File: src/rtl/clint_pkg.sv
// Shared register offsets, bus FSM encoding and byte-merge helper for the clint block.
package clint_pkg;

  localparam logic [15:0] OFF_MSIP        = 16'h0000;
  localparam logic [15:0] OFF_MTIMECMP_LO = 16'h4000;
  localparam logic [15:0] OFF_MTIMECMP_HI = 16'h4004;
  localparam logic [15:0] OFF_MTIME_LO    = 16'hBFF8;
  localparam logic [15:0] OFF_MTIME_HI    = 16'hBFFC;

  typedef enum logic {
    ST_IDLE = 1'b0,
    ST_RESP = 1'b1
  } bus_state_e;

  function automatic logic [31:0] apply_wsel(input logic [31:0] cur,
                                             input logic [31:0] wdata,
                                             input logic [3:0]  wsel);
    logic [31:0] res;
    res = cur;
    for (int i = 0; i < 4; i++) begin
      if (wsel[i]) res[8*i +: 8] = wdata[8*i +: 8];
    end
    return res;
  endfunction

endpackage

File: src/rtl/clint_timer.sv
// Free-running 64-bit mtime with prescaler, half-word load ports and registered mtip compare.
module clint_timer #(
  parameter int TICK_DIV = 1
) (
  input  logic        clk,
  input  logic        rst,
  input  logic        load_lo,
  input  logic        load_hi,
  input  logic [31:0] load_data,
  input  logic [63:0] mtimecmp,
  output logic [63:0] mtime,
  output logic        mtip
);

  localparam int            PW        = (TICK_DIV > 1) ? $clog2(TICK_DIV) : 1;
  localparam logic [PW-1:0] TICK_LAST = PW'(TICK_DIV - 1);

  logic [PW-1:0] presc_q, presc_d;
  logic [63:0]   mtime_q, mtime_d;
  logic          mtip_q, mtip_d;
  logic          tick;

  always_comb begin
    tick    = (presc_q == TICK_LAST);
    presc_d = tick ? '0 : presc_q + PW'(1);
    mtime_d = tick ? mtime_q + 64'd1 : mtime_q;
    // A bus write to either half suppresses that cycle's increment.
    if (load_lo) mtime_d = {mtime_q[63:32], load_data};
    if (load_hi) mtime_d = {load_data, mtime_q[31:0]};
    mtip_d  = (mtime_q >= mtimecmp);
  end

  always_ff @(posedge clk) begin
    if (rst) begin
      presc_q <= '0;
      mtime_q <= '0;
      mtip_q  <= 1'b0;
    end else begin
      presc_q <= presc_d;
      mtime_q <= mtime_d;
      mtip_q  <= mtip_d;
    end
  end

  assign mtime = mtime_q;
  assign mtip  = mtip_q;

endmodule

File: src/rtl/clint.sv
// Core-local interruptor bus responder: msip, mtimecmp, mtime window with one-cycle response.
// Define CLINT_MTIME_LATCH_EN to shadow mtime[63:32] on an mtime-lo read for coherent 64-bit reads.
//   state | meaning
//   IDLE  | waiting for mem_valid; decode, commit writes and latch response on acceptance
//   RESP  | mem_ready high for exactly one cycle; mem_valid ignored
module clint
  import clint_pkg::*;
#(
  parameter logic [31:0] BASE_ADDR = 32'h0200_0000,
  parameter int          TICK_DIV  = 1
) (
  input  logic        clk,
  input  logic        rst,
  input  logic [31:0] mem_address,
  input  logic [31:0] mem_wdata,
  input  logic [3:0]  mem_wsel,
  input  logic        mem_valid,
  output logic [31:0] mem_rdata,
  output logic        mem_ready,
  output logic        mem_error,
  output logic        xint_mtip,
  output logic        xint_msip
);

  bus_state_e  state_q, state_d;
  logic        error_q, error_d;
  logic [31:0] rdata_q, rdata_d;
  logic        msip_q, msip_d;
  logic        xint_msip_q, xint_msip_d;
  logic [63:0] mtimecmp_q, mtimecmp_d;

  logic [63:0] mtime;
  logic        load_lo, load_hi;
  logic [31:0] load_data;
  logic [31:0] mtime_hi_rd;

  logic [15:0] offset;
  logic        base_hit, aligned, mapped, legal, is_write;

  assign offset   = mem_address[15:0];
  assign base_hit = (mem_address[31:16] == BASE_ADDR[31:16]);
  assign aligned  = (mem_address[1:0] == 2'b00);
  assign mapped   = (offset == OFF_MSIP)        || (offset == OFF_MTIMECMP_LO) ||
                    (offset == OFF_MTIMECMP_HI) || (offset == OFF_MTIME_LO)    ||
                    (offset == OFF_MTIME_HI);
  assign legal    = base_hit && aligned && mapped;
  assign is_write = (mem_wsel != 4'b0000);

`ifdef CLINT_MTIME_LATCH_EN
  logic [31:0] shadow_q, shadow_d;
  assign mtime_hi_rd = shadow_q;
`else
  assign mtime_hi_rd = mtime[63:32];
`endif

  always_comb begin
    state_d     = state_q;
    error_d     = 1'b0;
    rdata_d     = '0;
    msip_d      = msip_q;
    xint_msip_d = msip_q;
    mtimecmp_d  = mtimecmp_q;
    load_lo     = 1'b0;
    load_hi     = 1'b0;
    load_data   = '0;
`ifdef CLINT_MTIME_LATCH_EN
    shadow_d    = shadow_q;
`endif
    case (state_q)
      ST_IDLE: begin
        if (mem_valid) begin
          state_d = ST_RESP;
          if (!legal) begin
            error_d = 1'b1;
          end else if (is_write) begin
            case (offset)
              OFF_MSIP:        if (mem_wsel[0]) msip_d = mem_wdata[0];
              OFF_MTIMECMP_LO: mtimecmp_d[31:0]  = apply_wsel(mtimecmp_q[31:0], mem_wdata, mem_wsel);
              OFF_MTIMECMP_HI: mtimecmp_d[63:32] = apply_wsel(mtimecmp_q[63:32], mem_wdata, mem_wsel);
              OFF_MTIME_LO: begin
                load_lo   = 1'b1;
                load_data = apply_wsel(mtime[31:0], mem_wdata, mem_wsel);
              end
              OFF_MTIME_HI: begin
                load_hi   = 1'b1;
                load_data = apply_wsel(mtime[63:32], mem_wdata, mem_wsel);
              end
              default: ;
            endcase
          end else begin
            case (offset)
              OFF_MSIP:        rdata_d = {31'b0, msip_q};
              OFF_MTIMECMP_LO: rdata_d = mtimecmp_q[31:0];
              OFF_MTIMECMP_HI: rdata_d = mtimecmp_q[63:32];
              OFF_MTIME_LO: begin
                rdata_d  = mtime[31:0];
`ifdef CLINT_MTIME_LATCH_EN
                shadow_d = mtime[63:32];
`endif
              end
              OFF_MTIME_HI:    rdata_d = mtime_hi_rd;
              default: ;
            endcase
          end
        end
      end
      ST_RESP: state_d = ST_IDLE;
      default: state_d = ST_IDLE;
    endcase
  end

  always_ff @(posedge clk) begin
    if (rst) begin
      state_q     <= ST_IDLE;
      error_q     <= 1'b0;
      rdata_q     <= '0;
      msip_q      <= 1'b0;
      xint_msip_q <= 1'b0;
      mtimecmp_q  <= '1;
`ifdef CLINT_MTIME_LATCH_EN
      shadow_q    <= '0;
`endif
    end else begin
      state_q     <= state_d;
      error_q     <= error_d;
      rdata_q     <= rdata_d;
      msip_q      <= msip_d;
      xint_msip_q <= xint_msip_d;
      mtimecmp_q  <= mtimecmp_d;
`ifdef CLINT_MTIME_LATCH_EN
      shadow_q    <= shadow_d;
`endif
    end
  end

  clint_timer #(
    .TICK_DIV (TICK_DIV)
  ) u_timer (
    .clk       (clk),
    .rst       (rst),
    .load_lo   (load_lo),
    .load_hi   (load_hi),
    .load_data (load_data),
    .mtimecmp  (mtimecmp_q),
    .mtime     (mtime),
    .mtip      (xint_mtip)
  );

  assign mem_ready = (state_q == ST_RESP);
  assign mem_error = error_q;
  assign mem_rdata = rdata_q;
  assign xint_msip = xint_msip_q;

endmodule

File: config.mk
export PLATFORM = sky130hd
export DESIGN_NAME = clint
export DESIGN_NICKNAME = d
export VERILOG_FILES = /design/src/rtl/clint_pkg.sv /design/src/rtl/clint_timer.sv /design/src/rtl/clint.sv
export SDC_FILE = /design/constraint.sdc
export NUM_CORES = 1
export LEC_CHECK = 0
export ABC_AREA = 1
export CAP_MARGIN = 20
export CORE_MARGIN = 3
export CORE_UTILIZATION = 59
export CTS_CLUSTER_DIAMETER = 30
export DETAILED_ROUTE_END_ITERATION = 8
export GPL_ROUTABILITY_DRIVEN = 0
export PLACE_DENSITY = 0.81
export SETUP_SLACK_MARGIN = 0.5
export SLEW_MARGIN = 20
export SYNTH_ARGS = -nofsm -noshare
export SYNTH_HDL_FRONTEND = slang
export SYNTH_SLANG_ARGS = --single-unit
File: constraint.sdc
create_clock -name clk -period 2.25 [get_ports clk]
set_clock_uncertainty 0.1 [all_clocks]
set_input_delay 0.45 -clock clk [delete_from_list [all_inputs] [get_ports clk]]
set_output_delay 0.45 -clock clk [all_outputs]
set_load 0.01 [all_outputs]
==> flow_metrics.py, run 1 <==
metrics = {
    "outcome": {
        "status": "aborted with a tool error",
        "last-stage-reached": "global routing (5_1_grt)",
        "flow.first_error": "[ERROR DPL-0038] Utilization greater than 100%, impossible to legalize",
    },
    "timing": {
        "worst_endpoint": "u_timer.mtime[60]$_SDFFE_PP0P_/D",
        "worstEndpointType": "sequential cell input",
    },
    "global_route": {
        "grt_start_max_net_pins": 56,
    },
    "yosys": {
        "postSynthAreaPerCell_um2": 6.31,
        "synth.distinct_cells": 48,
        "synth.yosys.seq_area_share_pct": 27.6,
        "synth.cell_area_um2": 12000,
        "synth.net_count": 2040,
        "yosys_warnings": 0,
        "post_synth_inst_count": 1904,
        "synth.ff_latch_count": 166,
    },
    "clocking": {
        "cts-htree-levels": 4,
        "clock-sinks": 166,
        "cts_hold_repair.buffers": 0,
        "cts.root.buffer_cell": "sky130_fd_sc_hd__clkbuf_16",
        "total_clock_buffers_created_by_cts": 17,
        "bufs_on_longest_clock_path": 2,
    },
    "placed_design": {
        "place_ws_ns": -0.753,
        "detailed_place.area_um2": 14600,
        "placement.io_buffers": 106,
        "hpwl_um": 34300,
    },
    "die": {
        "top_level_port_count": 107,
        "initial_utilization_pct": 61.0,
        "die_height_um": 149,
        "dieWidth_um": 149,
        "floorplan.rows": 51,
    },
}
## synthesized netlist by cell type, drive strengths merged
library cell  count  area [um^2]
nand2           493         1900
nor2            309         1250
inv             222          836
dfxtp           166         3320
nand3           136          741
o21ai           129          646
a21oi            67          354
ha               65          813
o211ai           49          368
clkbuf           41          154
xor2             40          350
nand4            39          265
o22ai            38          238
nor3             34          175
buf              31          233
a221oi           12          105
xnor2            10         87.6
a21boi            4         30.0
nand3b            4         30.0
clkinv            3         12.5
nor4              3         48.8
o21a              2         15.0
a211oi            1         7.51
and2              1         6.26
conb              1         3.75
nor4b             1         8.76
o21bai            1         7.51
o221ai            1         8.76
or2               1         6.26
## per-stage QoR
| step | cells | TNS (ns) | hold slack (ns) |
|---|---|---|---|
| detailed placement | 2382 | -79.22 | 0.357 |
| global placement | 2382 | -67.95 | 0.356 |
| CTS | 2473 | 0 | 0.369 |
| floorplan | 1904 | 0 | 0.330 |
## cells by family after synthesis
logic type | after synthesis | share of synthesized area (%)
buffers and inverters | 297 | 10.3
other | 1 | 0.0312
and+or+nand+nor | 1021 | 36.8
DFF | 166 | 27.6
xor gates and xnor gates | 50 | 3.64
AOI/OAI and AO/OA | 304 | 14.8
adders and majority gates | 65 | 6.77
## what timing repair did
item / in CTS
endpoints found under the hold margin: 0
gates cloned: 11
setup endpoints to repair: 199
setup buffers: 48
pin swaps: 150
gates resized for setup: 566
==> run 2: changes to the inputs <==
- CORE_UTILIZATION: 59 -> 40
- CTS_CLUSTER_DIAMETER: 30 -> unset
- PLACE_DENSITY: 0.81 -> unset
- PLACE_DENSITY_LB_ADDON: unset -> 0.15
- SETUP_SLACK_MARGIN: 0.5 -> unset
==> run 2 against run 1 <==
Net effect:
- the run now ends clean
- synthesized area stayed put
- synthesized cell count stayed put
==> flow_metrics.py, run 2 <==
metrics = {
    "yosys": {
        "synth-edff-count": 0,
        "synth.net_count": 2040,
        "synth_area_leader_cell": "sky130_fd_sc_hd__dfxtp_1",
        "synth.yosys.seq_area_share_pct": 27.6,
        "synth.distinct_cells": 48,
        "yosys_warnings": 0,
        "synth.cell_area_um2": 12000,
        "synth.ff_latch_count": 166,
        "synth_top_cell_area_share_pct": 27.6,
        "netlist_top_cells_count": "sky130_fd_sc_hd__nand2_1, sky130_fd_sc_hd__nor2_1, sky130_fd_sc_hd__inv_1, sky130_fd_sc_hd__dfxtp_1, sky130_fd_sc_hd__nand3_1",
        "postSynthAreaPerCell_um2": 6.31,
        "post_synth_inst_count": 1904,
        "synth_area_leaders": "sky130_fd_sc_hd__dfxtp_1, sky130_fd_sc_hd__nand2_1, sky130_fd_sc_hd__nor2_1",
        "yosysMostFrequentCell": "sky130_fd_sc_hd__nand2_1",
        "synthFlopType": "sky130_fd_sc_hd__dfxtp_1",
        "async_reset_ff_share_pct": 0,
    },
    "timing": {
        "final.period_utilization_pct": 97.4,
        "maxSlewViolCount": 0,
        "layout_min_cycle_time_ns": 2.19,
        "hold_viol_final": 0,
        "count_of_final_setup_violators": 0,
        "timing.fmax_ghz": 0.456,
    },
    "finish": {
        "drive_above_1_share_pct": 18.6,
        "n_antenna_cell": 0,
        "most-common-layout-cells": "sky130_fd_sc_hd__nand2_1, sky130_fd_sc_hd__nor2_1, sky130_fd_sc_hd__inv_1, sky130_fd_sc_hd__buf_4, sky130_fd_sc_hd__dfxtp_1",
        "number_of_fill_cells_in_the_layout": 2910,
        "mostFrequentLayoutCell": "sky130_fd_sc_hd__nand2_1",
        "layout.nets": 2330,
        "layout.cell_area.non_filler_um2": 16200,
        "synth_to_final_area_change_pct": 34.5,
    },
    "global_route": {
        "overflow": 0,
        "vias_in_the_first_global_route": 13300,
        "gr-usage-all-layers_pct": 29.7,
        "grt_antenna_before_repair": 0,
        "grt_start_max_net_pins": 56,
        "grt_pass1_wl_um": 74000,
    },
    "clocking": {
        "cts-htree-levels": 4,
        "bufs_on_longest_clock_path": 2,
        "cts.root.buffer_cell": "sky130_fd_sc_hd__clkbuf_16",
        "clock-sinks": 166,
        "clkTransAtPathRegs_ns": 0.07,
        "tritoncts": "done",
        "clk-insertion-delay-late_ns": 0.44,
        "total_clock_buffers_created_by_cts": 17,
    },
    "setup_path": {
        "crit_buf_inv": 0,
        "critical-path-top-delay-family": "simple AND/OR/NAND/NOR gates",
        "worst_r2r_startpoint": "u_timer.mtime[8]",
        "critPathMaxStageDelay_ns": 0.48,
        "critical_path.startpoint_type": "register",
        "crit_arrival_ns": 2.46,
        "end_kind": "register",
        "timing.critical_path.depth": 11,
        "critical_path.reg2reg.endpoint": "u_timer.mtime[33]",
        "cpMaxStageDelayCell": "sky130_fd_sc_hd__dfxtp_1",
        "setup.worst_path.class": "reg -> reg",
        "cells_along_the_critical_path": "nand2_1 -> nor2_1 -> nand2_2 -> nor2_2 -> nand2_1 -> nor2_1 -> xor2_1 -> nand2_1 -> nand2_1 -> nand3_2 -> a21oi_2",
        "setup.reg_to_reg.worst_slack_ns": 0.06,
        "rr_worst_depth": 11,
        "cpMostUsedCell": "sky130_fd_sc_hd__nand2_1",
        "timing.critical_path.fanout_max": 5,
        "worst_setup_path_endpoint": "u_timer.mtime[33]",
        "cp_data_required_time_ns": 2.52,
        "startpoint": "u_timer.mtime[8]",
    },
    "die": {
        "initial_utilization_pct": 41.2,
        "dieWidth_um": 179,
        "floorplan.rows": 62,
        "die_area_um2": 32200,
        "die_height_um": 179,
        "top_level_port_count": 107,
        "placeableCoreArea_um2": 29200,
    },
    "detailed_routing": {
        "totalWireLength_um": 48700,
        "dr.pass1.iters": 6,
        "ant_nets": 0,
        "viasPerCell": 5.48,
        "detail_route.drc_violations": 0,
        "detailroute.via_count": 14200,
        "wire_per_inst_um": 18.8,
        "detailedRoute.firstIterationViolations": 1456,
    },
    "placed_design": {
        "hpwl_um": 38500,
        "placement.io_buffers": 106,
        "detailed_place.area_um2": 15000,
    },
    "power": {
        "design_power_total_uw": 6890,
        "power.leakage_uw": 0.00819,
        "max-vdd-ir-drop_mv": 0.561,
        "power.density_cell_area_nw_per_um2": 426,
    },
    "flow_run": {
        "maxCapViolCount": 0,
    },
    "outcome": {
        "status": "complete, no violations",
    },
    "worst_hold_path": {
        "hold_path.class": "reg -> reg",
    },
}
==> run 2: area by class of cell <==
cell class / instances / area [um^2] / share of cell area, %
clock inverters: 10 / 97.6 / 0.604
inverters: 225 / 865 / 5.35
clock buffers: 21 / 470 / 2.91
multi-input cells: 1441 / 7730 / 47.8
flip-flops and latches: 166 / 3350 / 20.7
repair buffers: 343 / 3170 / 19.6
well taps: 384 / 480 / 2.97
==> run 2: timing repair <==
item	4_1_cts	5_1_grt
hold buffers	0	0
gates cloned	0	3
setup endpoints to repair	80	158
resized for setup	67	89
pin swaps	9	20
buffers inserted	6	6
==> run 2: power breakdown <==
| group | leakage [uW] | switching, uW | internal, uW |
|---|---|---|---|
| registers | 0.00136 | 111 | 3000 |
| clock network | 0.000260 | 1320 | 1610 |
| logic | 0.00657 | 478 | 369 |
==> run 2: cell families after synthesis <==
family | count (synthesis) | share of synthesized area [%]
fa+ha+maj | 65 | 6.77
xor+xnor | 50 | 3.64
other cells | 1 | 0.0312
simple gates | 1021 | 36.8
compound gates | 304 | 14.8
buf+inv | 297 | 10.3
flops | 166 | 27.6
==> run 2: worst reg2reg max path, cell delays in order, from the launching register on <==
cell                      delay [ns]
sky130_fd_sc_hd__dfxtp_1        0.48
sky130_fd_sc_hd__nand2_1        0.12
sky130_fd_sc_hd__nor2_1         0.22
sky130_fd_sc_hd__nand2_2        0.15
sky130_fd_sc_hd__nor2_2         0.14
sky130_fd_sc_hd__nand2_1        0.12
sky130_fd_sc_hd__nor2_1         0.17
sky130_fd_sc_hd__xor2_1         0.26
sky130_fd_sc_hd__nand2_1        0.08
sky130_fd_sc_hd__nand2_1        0.09
sky130_fd_sc_hd__nand3_2        0.08
sky130_fd_sc_hd__a21oi_2        0.10
==> run 2: worst min-delay path by stage <==
stage | startpoint | cells after the start | to
after floorplan | msip_q | 2 | xint_msip
after global placement | mtimecmp_q[35] | 2 | mtimecmp_q[35]
after detailed placement | mtimecmp_q[34] | 2 | mtimecmp_q[34]
after CTS | msip_q | 2 | xint_msip
after global routing | msip_q | 2 | xint_msip
final | msip_q | 2 | xint_msip
==> run 2: per-layer routing <==
metal	track usage [%]	part of all wire (%)	up-vias
met5	0	0	-
met4	10.8	4.2	0
met3	5.20	9.6	136
met2	46.7	44	752
met1	40.9	43	6504
li1	-	-	6803
==> run 2: stage by stage <==
| step | TNS, ns | setup slack (ns) | util, % | cells | hold WS (ns) |
|---|---|---|---|---|---|
| global placement | -70.51 | -0.776 | 51.5 | 2546 | 0.354 |
| detailed placement | -75.81 | -0.810 | 51.5 | 2546 | 0.356 |
| CTS | 0 | 0.00204 | 54.3 | 2581 | 0.362 |
| floorplan | 0 | 0.193 | - | 1904 | 0.330 |
| global route | -0.0269 | -0.0116 | 55.4 | 2590 | 0.368 |
| finish | 0 | 0.0575 | 55.4 | 2590 | 0.365 |
Note: power is estimated with default switching activity, not from simulation.
